$ cat src/rtl/stack_alu.sv
// stack_alu: executes one opcode at a time against an external operand stack by sequencing pops and pushes.
// Define STACK_ALU_FAST_MUL_EN to use a single-cycle multiplier instead of the iterative MULT state.
//
// state | meaning
// IDLE  | ready for an opcode; operands and opcode latched on accept
// MULT  | iterative shift-add multiply, WIDTH+1 cycles
// POP2  | pop two operands
// POP1  | pop one operand, op done
// PUSHA | push r0
// PUSHB | push r1 (second push of SWAP)
// NOP   | done pulse for NOP
// ERR   | error pulse for a rejected opcode
module stack_alu #(
    parameter int DEPTH = 127,
    parameter int WIDTH = 31
) (
    input  logic             clk,
    input  logic             rst,
    input  logic             op_valid,
    output logic             op_ready,
    input  logic [3:0]       op_code,
    input  logic [WIDTH:0]   op_imm,
    input  logic [WIDTH:0]   preview0,
    input  logic [WIDTH:0]   preview1,
    output logic             push,
    output logic [WIDTH:0]   push_data,
    output logic [2:0]       pop,
    output logic             done,
    output logic             error
);

    localparam int CW = $clog2(DEPTH + 1);
    localparam int MW = (WIDTH > 0) ? $clog2(WIDTH + 1) : 1;

    localparam logic [3:0] OP_NOP  = 4'd0;
    localparam logic [3:0] OP_PUSH = 4'd1;
    localparam logic [3:0] OP_POP  = 4'd2;
    localparam logic [3:0] OP_ADD  = 4'd3;
    localparam logic [3:0] OP_SUB  = 4'd4;
    localparam logic [3:0] OP_MUL  = 4'd5;
    localparam logic [3:0] OP_AND  = 4'd6;
    localparam logic [3:0] OP_OR   = 4'd7;
    localparam logic [3:0] OP_XOR  = 4'd8;
    localparam logic [3:0] OP_LT   = 4'd9;
    localparam logic [3:0] OP_DUP1 = 4'd10;
    localparam logic [3:0] OP_SWAP = 4'd11;

    typedef enum logic [2:0] {
        S_IDLE,
        S_MULT,
        S_POP2,
        S_POP1,
        S_PUSHA,
        S_PUSHB,
        S_NOP,
        S_ERR
    } state_t;

    state_t          state_q, state_d;
    logic [CW-1:0]   count_q, count_d;
    logic [3:0]      op_q, op_d;
    logic [WIDTH:0]  a_q, a_d;
    logic [WIDTH:0]  b_q, b_d;
    logic [WIDTH:0]  r0_q, r0_d;
    logic [WIDTH:0]  r1_q, r1_d;
    logic [MW-1:0]   cnt_q, cnt_d;

    logic [1:0]      need;
    logic            illegal;
    logic            grows;
    logic            reject;
    logic [WIDTH:0]  alu_res;

    always_comb begin
        need    = 2'd2;
        illegal = op_code > OP_SWAP;
        grows   = (op_code == OP_PUSH) || (op_code == OP_DUP1);
        case (op_code)
            OP_NOP, OP_PUSH: need = 2'd0;
            OP_POP, OP_DUP1: need = 2'd1;
            default:         need = 2'd2;
        endcase
        reject = illegal || (count_q < CW'(need)) || (grows && (count_q == CW'(DEPTH)));
    end

    always_comb begin
        alu_res = '0;
        case (op_code)
            OP_ADD: alu_res = preview0 + preview1;
            OP_SUB: alu_res = preview0 - preview1;
`ifdef STACK_ALU_FAST_MUL_EN
            OP_MUL: alu_res = preview0 * preview1;
`endif
            OP_AND: alu_res = preview0 & preview1;
            OP_OR:  alu_res = preview0 | preview1;
            OP_XOR: alu_res = preview0 ^ preview1;
            OP_LT:  alu_res = {{WIDTH{1'b0}}, (preview0 < preview1)};
            default: alu_res = '0;
        endcase
    end

    always_comb begin
        op_ready  = (state_q == S_IDLE) && !rst;
        push      = 1'b0;
        push_data = '0;
        pop       = 3'd0;
        done      = 1'b0;
        error     = 1'b0;
        // outputs are held quiet during reset so an abandoned op never touches the stack
        if (!rst) begin
            case (state_q)
                S_POP2: pop = 3'd2;
                S_POP1: begin
                    pop  = 3'd1;
                    done = 1'b1;
                end
                S_PUSHA: begin
                    push      = 1'b1;
                    push_data = r0_q;
                    done      = (op_q != OP_SWAP);
                end
                S_PUSHB: begin
                    push      = 1'b1;
                    push_data = r1_q;
                    done      = 1'b1;
                end
                S_NOP:   done  = 1'b1;
                S_ERR:   error = 1'b1;
                default: ;
            endcase
        end
    end

    always_comb begin
        state_d = state_q;
        op_d    = op_q;
        a_d     = a_q;
        b_d     = b_q;
        r0_d    = r0_q;
        r1_d    = r1_q;
        cnt_d   = cnt_q;
        count_d = count_q + CW'(push) - CW'(pop);

        case (state_q)
            S_IDLE: begin
                if (op_valid && op_ready) begin
                    a_d  = preview0;
                    b_d  = preview1;
                    op_d = op_code;
                    if (reject) begin
                        state_d = S_ERR;
                    end else begin
                        case (op_code)
                            OP_NOP:  state_d = S_NOP;
                            OP_PUSH: begin
                                r0_d    = op_imm;
                                state_d = S_PUSHA;
                            end
                            OP_POP:  state_d = S_POP1;
                            OP_DUP1: begin
                                r0_d    = preview0;
                                state_d = S_PUSHA;
                            end
                            OP_SWAP: begin
                                r0_d    = preview0;
                                r1_d    = preview1;
                                state_d = S_POP2;
                            end
`ifndef STACK_ALU_FAST_MUL_EN
                            OP_MUL: begin
                                r0_d    = '0;
                                cnt_d   = MW'(WIDTH);
                                state_d = S_MULT;
                            end
`endif
                            default: begin
                                r0_d    = alu_res;
                                state_d = S_POP2;
                            end
                        endcase
                    end
                end
            end
            S_MULT: begin
                // a_q is the shifting multiplicand, b_q the multiplier consumed lsb first
                if (b_q[0]) begin
                    r0_d = r0_q + a_q;
                end
                a_d = a_q << 1;
                b_d = b_q >> 1;
                if (cnt_q == '0) begin
                    state_d = S_POP2;
                end else begin
                    cnt_d = cnt_q - 1'b1;
                end
            end
            S_POP2:  state_d = S_PUSHA;
            S_PUSHA: state_d = (op_q == OP_SWAP) ? S_PUSHB : S_IDLE;
            S_POP1, S_PUSHB, S_NOP, S_ERR: state_d = S_IDLE;
            default: state_d = S_IDLE;
        endcase
    end

    always_ff @(posedge clk) begin
        if (rst) begin
            state_q <= S_IDLE;
            count_q <= '0;
            op_q    <= '0;
            a_q     <= '0;
            b_q     <= '0;
            r0_q    <= '0;
            r1_q    <= '0;
            cnt_q   <= '0;
        end else begin
            state_q <= state_d;
            count_q <= count_d;
            op_q    <= op_d;
            a_q     <= a_d;
            b_q     <= b_d;
            r0_q    <= r0_d;
            r1_q    <= r1_d;
            cnt_q   <= cnt_d;
        end
    end

endmodule

$ cat config.mk
export PLATFORM = sky130hd
export DESIGN_NAME = stack_alu
export DESIGN_NICKNAME = d
export VERILOG_FILES = /design/src/rtl/stack_alu.sv
export SDC_FILE = /design/constraint.sdc
export NUM_CORES = 1
export LEC_CHECK = 0
export ABC_AREA = 1
export CAP_MARGIN = 30
export CELL_PAD_IN_SITES_DETAIL_PLACEMENT = 0
export CELL_PAD_IN_SITES_GLOBAL_PLACEMENT = 2
export CORE_ASPECT_RATIO = 0.5
export CORE_MARGIN = 1
export CORE_UTILIZATION = 31
export DETAILED_ROUTE_END_ITERATION = 10
export GPL_TIMING_DRIVEN = 0
export PLACE_DENSITY_LB_ADDON = 0.1
export SKIP_CTS_REPAIR_TIMING = 1
export SLEW_MARGIN = 20
export SYNTH_ARGS = -nofsm -noshare
export SYNTH_HDL_FRONTEND = slang
export SYNTH_SLANG_ARGS = --single-unit
$ cat constraint.sdc
create_clock -name clk -period 3.5 [get_ports clk]
set_input_delay 0.7 -clock clk [delete_from_list [all_inputs] [get_ports clk]]
set_output_delay 0.7 -clock clk [all_outputs]
set_load 0.05 [all_outputs]
==> metrics.yaml, run 1 <==
antenna_found_initial: 2
nets: 3103
setup_viol: 0
cts.sinks: 147
clock_path_buffers: 2
critPathMaxFanout: 13
p_int_mw: 4.88
cts_inserted_buffers: 17
clkTransAtPathRegs_ns: 0.06
first_pass_iters: 6
port_buffers: 139
routedWlPerCell_um: 22.8
power.density_nw_per_um2: 542
met3_length_um: 6480
cts_tree: "yes"
drive_gt1_share_pct: 4.88
met2_length_um: 32800
grt_pass1_wl_um: 116000
synth_flop_cell: "dfxtp_1"
grt_pass1_vias: 17417
vias_per_cell: 5.30
clk_latency_ns: 0.45
gp_congestion: 0.943
p_sw_share_pct: 52.1
power_frac_seq_pct: 27.0
final_common_cell: "nand2_1"
critPathArrivalTime_ns: 2.74
area_growth_syn_to_layout_pct: 19.7
netlist_instances: 2695
final_hold_viol_count: 0
dp.cells: 3514
drcViolationCount: 0
hold_path.class: "flip-flop to flip-flop"
grtUsageTotal_pct: 30.5
clkPwrFrac_pct: 18.1
worstRegToRegCells: 11
timing_max_transition_violations_final: 0
relSlewSlack_pct: 29.4
stdcell_count: 3528
dieArea_sq_um: 51700
synth_nets: 2962
finClkSkew_ns: 0.0211
cp-end-kind: "output port"
period_needed_ns: 3.44
die_w_um: 321
fin_util_pct: 38.2
async_flop_share_pct: 0
ys_seq_elements: 147
fmax_mhz: 290
net-switching-power_mw: 5.32
drt_iter0_drc: 2016
drtAntennaViolNets: 0
regToRegSetupSlack_ns: 0.21
io_pins: 142
ys_seq_area_share_pct: 18.7
startpoint_type: "input port"
synth_edf_count: 0
root_buffer: "clkbuf_16"
fillCellCount: 5633
total_power_mw: 10.2
core_area_sq_um: 49300
top_layer: "met5"
initial_core_util_pct: 31.9
hpwl_um: 67600
ir_drop_uv: 351
wl_met1_um: 40400
synth.cell_area_sq_um: 15700
avgSynthCellArea_sq_um: 5.84
status: "completed"
hold_depth: 2
grt_start_max_net_pins: 17
drt_wl_total_um: 80400
synth.distinct_cells: 52
mostFrequentLayoutCells: "690 x nand2_1, 424 x inv_1, 231 x a21oi_1, 204 x nor2_1, 167 x nand3_1"
worstSetupPathType: "input port to output port"
power.share.combinational_pct: 54.9
rows: 57
crit_required_ns: 2.80
p_leak_nw: 9.13
grt-ovfl-total: 0
tightest_slew_ns: 1.06
cts.htree.levels: 4
cap_violations: 0
die_h_um: 161
finalCritPeriodShare_pct: 98.4
num_vias: 18686
yosysWarningCount: 0
cell families (layout without fill, tap and decap cells):
logic type      after synthesis  count (layout)  share of synthesized area [%]
compound gates              620             620                           21.6
xor+xnor                     13              13                          0.724
fa+ha+maj                   164             164                           13.2
simple gates               1194            1194                           31.8
other cells                   1               2                         0.0238
buf+inv                     556             710                           13.9
flops                       147             147                           18.7
registers in the layout, indices dropped and copies added (netlist names):
| name | count |
|---|---|
| r1_q | 32 |
| cnt_q | 5 |
| state_q | 3 |
| r0_q | 32 |
| op_q | 4 |
| a_q | 32 |
| b_q | 32 |
| count_q | 7 |
layer usage:
layer	vias to the layer above	global-route usage, %
li1	9091	-
met1	8913	47.4
met2	637	44.8
met3	43	4.25
met4	2	3.70
met5	-	0
worst max-delay path: stages:
cell and delay [ns]:
clkbuf_2 0.26, inv_1 0.59, nand2_1 0.18, nor2_2 0.16
clkdlybuf4s50_1 0.84
cell type report:
cell class                 instances  area, sq um  area share [%]
antenna                            1         2.50          0.0133
sequential                       147         2940            15.6
timing repair buffer             142         1490            7.89
multi-input combinational       1992        10800            57.6
clock buffer                      18          429            2.28
inverter                         433         1630            8.68
tap                              678          848            4.51
clock inverter                    14          133           0.704
buffer                           103          503            2.67
power groups by stage:
| stage | clock network, mW | registers, mW | logic [mW] |
|---|---|---|---|
| floorplan | 0 | 2.48 | 3.57 |
| global placement | 0 | 2.75 | 5.34 |
| detailed placement | 0 | 2.75 | 5.37 |
| CTS | 1.85 | 2.72 | 5.40 |
| global route | 1.92 | 2.79 | 6.16 |
| finish | 1.85 | 2.76 | 5.60 |
cells in the mapped netlist (49+ instances only):
cell      number  area (sq um)
a21oi_1      235          1180
a31oi_1       70           438
clkbuf_1      98           368
dfxtp_1      147          2940
ha_1         160          2000
inv_1        425          1600
nand2_1      693          2600
nand3_1      174           871
nand4_1       61           382
nor2_1       210           788
o21ai_0      167           836
o21ai_1       49           245
final timing paths:
path,end,from
max,push,rst
min,r1_q[14]$_SDFFE_PP0P_,r1_q[14]$_SDFFE_PP0P_
max reg2reg,r0_q[22]$_SDFFE_PP0P_,a_q[0]$_SDFFE_PP0P_
min reg2reg,r1_q[14]$_SDFFE_PP0P_,r1_q[14]$_SDFFE_PP0P_
through the flow:
| step | hold WS [ns] | worst slack (ns) | area, sq um | setup TNS [ns] |
|---|---|---|---|---|
| finish | 0.448 | 0.0560 | 18800 | 0 |
| global route | 0.474 | -0.000927 | 18800 | -0.000927 |
| CTS | 0.449 | -0.645 | 18600 | -17.63 |
| detailed placement | 0.439 | -1.08 | 18000 | -48.28 |
| global placement | 0.437 | -1.08 | 18000 | -49.71 |
| floorplan | 0.424 | 0.0391 | 15700 | 0 |
No activity file was read; power rests on OpenSTA's default activity.
==> run 2, diff against run 1 <==
- CAP_MARGIN: 30 -> 20
- CORE_UTILIZATION: 31 -> 30
- SETUP_SLACK_MARGIN: default -> 0.02
==> metrics.yaml, run 2 (synthesis gave the netlist of run 1 again) <==
finalCritPeriodShare_pct: 100  # +2.0 points
startpoint_type: "input port"
port_buffers: 139  # unchanged
stdcell_count: 3543  # +0.43%
status: "finished with violations"
first_pass_iters: 6  # unchanged
cts.sinks: 147  # unchanged
cp-end-kind: "output port"
nets: 3106  # +0.097%
hpwl_um: 68600  # +1.4%
critPathMaxFanout: 13  # unchanged
drtAntennaViolNets: 0  # unchanged
relSlewSlack_pct: 26.3  # -3.1 points
antenna_found_initial: 2  # unchanged
hold_path.class: "flip-flop to flip-flop"
hold_end: "r1_q[3]$_SDFFE_PP0P_"
cts_inserted_buffers: 17  # unchanged
r2r-start: "a_q[0]$_SDFFE_PP0P_"
die_w_um: 326  # +1.6%
routedWlPerCell_um: 23.1  # +1.2%
clkTransAtPathRegs_ns: 0.07  # about the same
tightest_slew_ns: 1.10  # +0.0459 ns
drt_iter0_drc: 1815  # -10%
dieArea_sq_um: 53400  # +3.3%
core_area_sq_um: 51000  # +3.5%
root_buffer: "clkbuf_16"
p_leak_nw: 9.25  # +1.3%
final_common_cell: "nand2_1"
fillCellCount: 5816  # +3.2%
crit_required_ns: 2.80  # about the same
mostFrequentLayoutCells: "690 x nand2_1, 424 x inv_1, 231 x a21oi_1, 204 x nor2_1, 167 x nand3_1"
grt_pass1_wl_um: 117000  # +1.2%
final_hold_viol_count: 0  # unchanged
period_needed_ns: 3.52  # +0.0715 ns
multi_input_area_sq_um: 10800  # -0.24%
vias_per_cell: 5.27  # -0.47%
drcViolationCount: 0  # unchanged
drt_wl_total_um: 81700  # +1.6%
regToRegSetupSlack_ns: 0.18  # -0.03 ns
dp.cells: 3524  # +0.28%
setup_viol: 2  # +2
r2r_end: "r0_q[22]$_SDFFE_PP0P_"
num_vias: 18678  # -0.043%
finalWorstSetupSlack_ns: -0.0156  # -0.0715 ns
grt_pass1_vias: 17340  # -0.44%
cts.htree.levels: 4  # unchanged
clock_path_buffers: 2  # unchanged
fmax_mhz: 284  # -2.0%
hold_ws_ns: 0.450  # +0.00198 ns
rows: 58  # +1.8%
grt_start_max_net_pins: 18  # +1
rsz0062_at_grt: "true"
power.density_nw_per_um2: 550  # +1.4%
hold_depth: 2  # unchanged
io_pins: 142  # unchanged
timing_max_transition_violations_final: 0  # unchanged
grtUsageTotal_pct: 30.0  # -0.45 points
critPathArrivalTime_ns: 2.82  # +0.08 ns
violations: "negative setup slack"
initial_core_util_pct: 30.8  # -1.1 points
worstRegToRegCells: 11  # unchanged
register_area_sq_um: 2940  # unchanged
area_growth_syn_to_layout_pct: 19.9
worstSetupPathType: "input port to output port"
grt-ovfl-total: 0  # unchanged
gp_congestion: 0.940  # -0.27%
ir_drop_uv: 386  # +10%
drive_gt1_share_pct: 5.26  # +0.38 points
cts_tree: "yes"
finClkSkew_ns: 0.00930  # -0.0118 ns
cap_violations: 0  # unchanged
die_h_um: 164  # +1.6%
hp-start: "r1_q[3]$_SDFFE_PP0P_"
post-place-ws_ns: -1.11  # -0.0258 ns
fin_setup_tns_ns: -0.0249  # -0.0249 ns
clk_latency_ns: 0.44  # about the same
total_power_mw: 10.4  # +1.6%
[run 2: through the flow]
| stage | cell area [sq um] | utilization (%) |
|---|---|---|
| finish | 18900 | 37.0 |
| global route | 18900 | 37.0 |
| CTS | 18600 | 36.5 |
| detailed placement | 18000 | 35.3 |
| global placement | 18000 | 35.3 |
| floorplan | 15700 | - |
[run 2: cell type report]
cell class                      instances  area share (%)
Buffer                                101            2.57
Inverter                              433            8.65
Clock buffer                           17            2.25
Multi-Input combinational cell       1992            57.4
Antenna cell                            1          0.0133
Timing Repair Buffer                  147            8.00
Clock inverter                         15           0.975
Tap cell                              690            4.58
Sequential cell                       147            15.6
[run 2: how the worst max path moves through the flow]
| stage | from | end | slack [ns] | cells after the start |
|---|---|---|---|---|
| 2_1_floorplan | rst | count_q[6]$_SDFF_PP0_ | 0.04 | 16 |
| 3_3_place_gp | preview1[6] | r0_q[21]$_SDFFE_PP0P_ | -1.18 | 16 |
| 3_5_place_dp | preview1[10] | r0_q[21]$_SDFFE_PP0P_ | -1.11 | 17 |
| 4_1_cts | preview1[10] | r0_q[21]$_SDFFE_PP0P_ | -0.66 | 17 |
| 5_1_grt | rst | pop[1] | -0.13 | 5 |
| 6_report | rst | pop[1] | -0.02 | 5 |
[run 2: per-layer routing]
layer	global-route usage, %	up-vias	wire [um]	part of all wire, %
met4	4.23	0	765	0.94
li1	-	9073	-	-
met1	47.3	8970	42200	52
met5	0	-	0	0
met2	44.3	599	33300	41
met3	2.56	36	5480	6.7
[run 2: report_power, final]
part	leakage, nW	internal [mW]	switching, mW
Sequential	1.21	2.20	0.546
Combinational	7.75	1.75	3.90
Clock	0.296	1.03	0.934
Total	9.25	4.99	5.38
[run 2: worst max-delay path, stage by stage]
cell and delay, ns:
clkbuf_1 0.54, inv_1 0.54, nand2_1 0.28, inv_1 0.06, clkdlybuf4s50_1 0.69
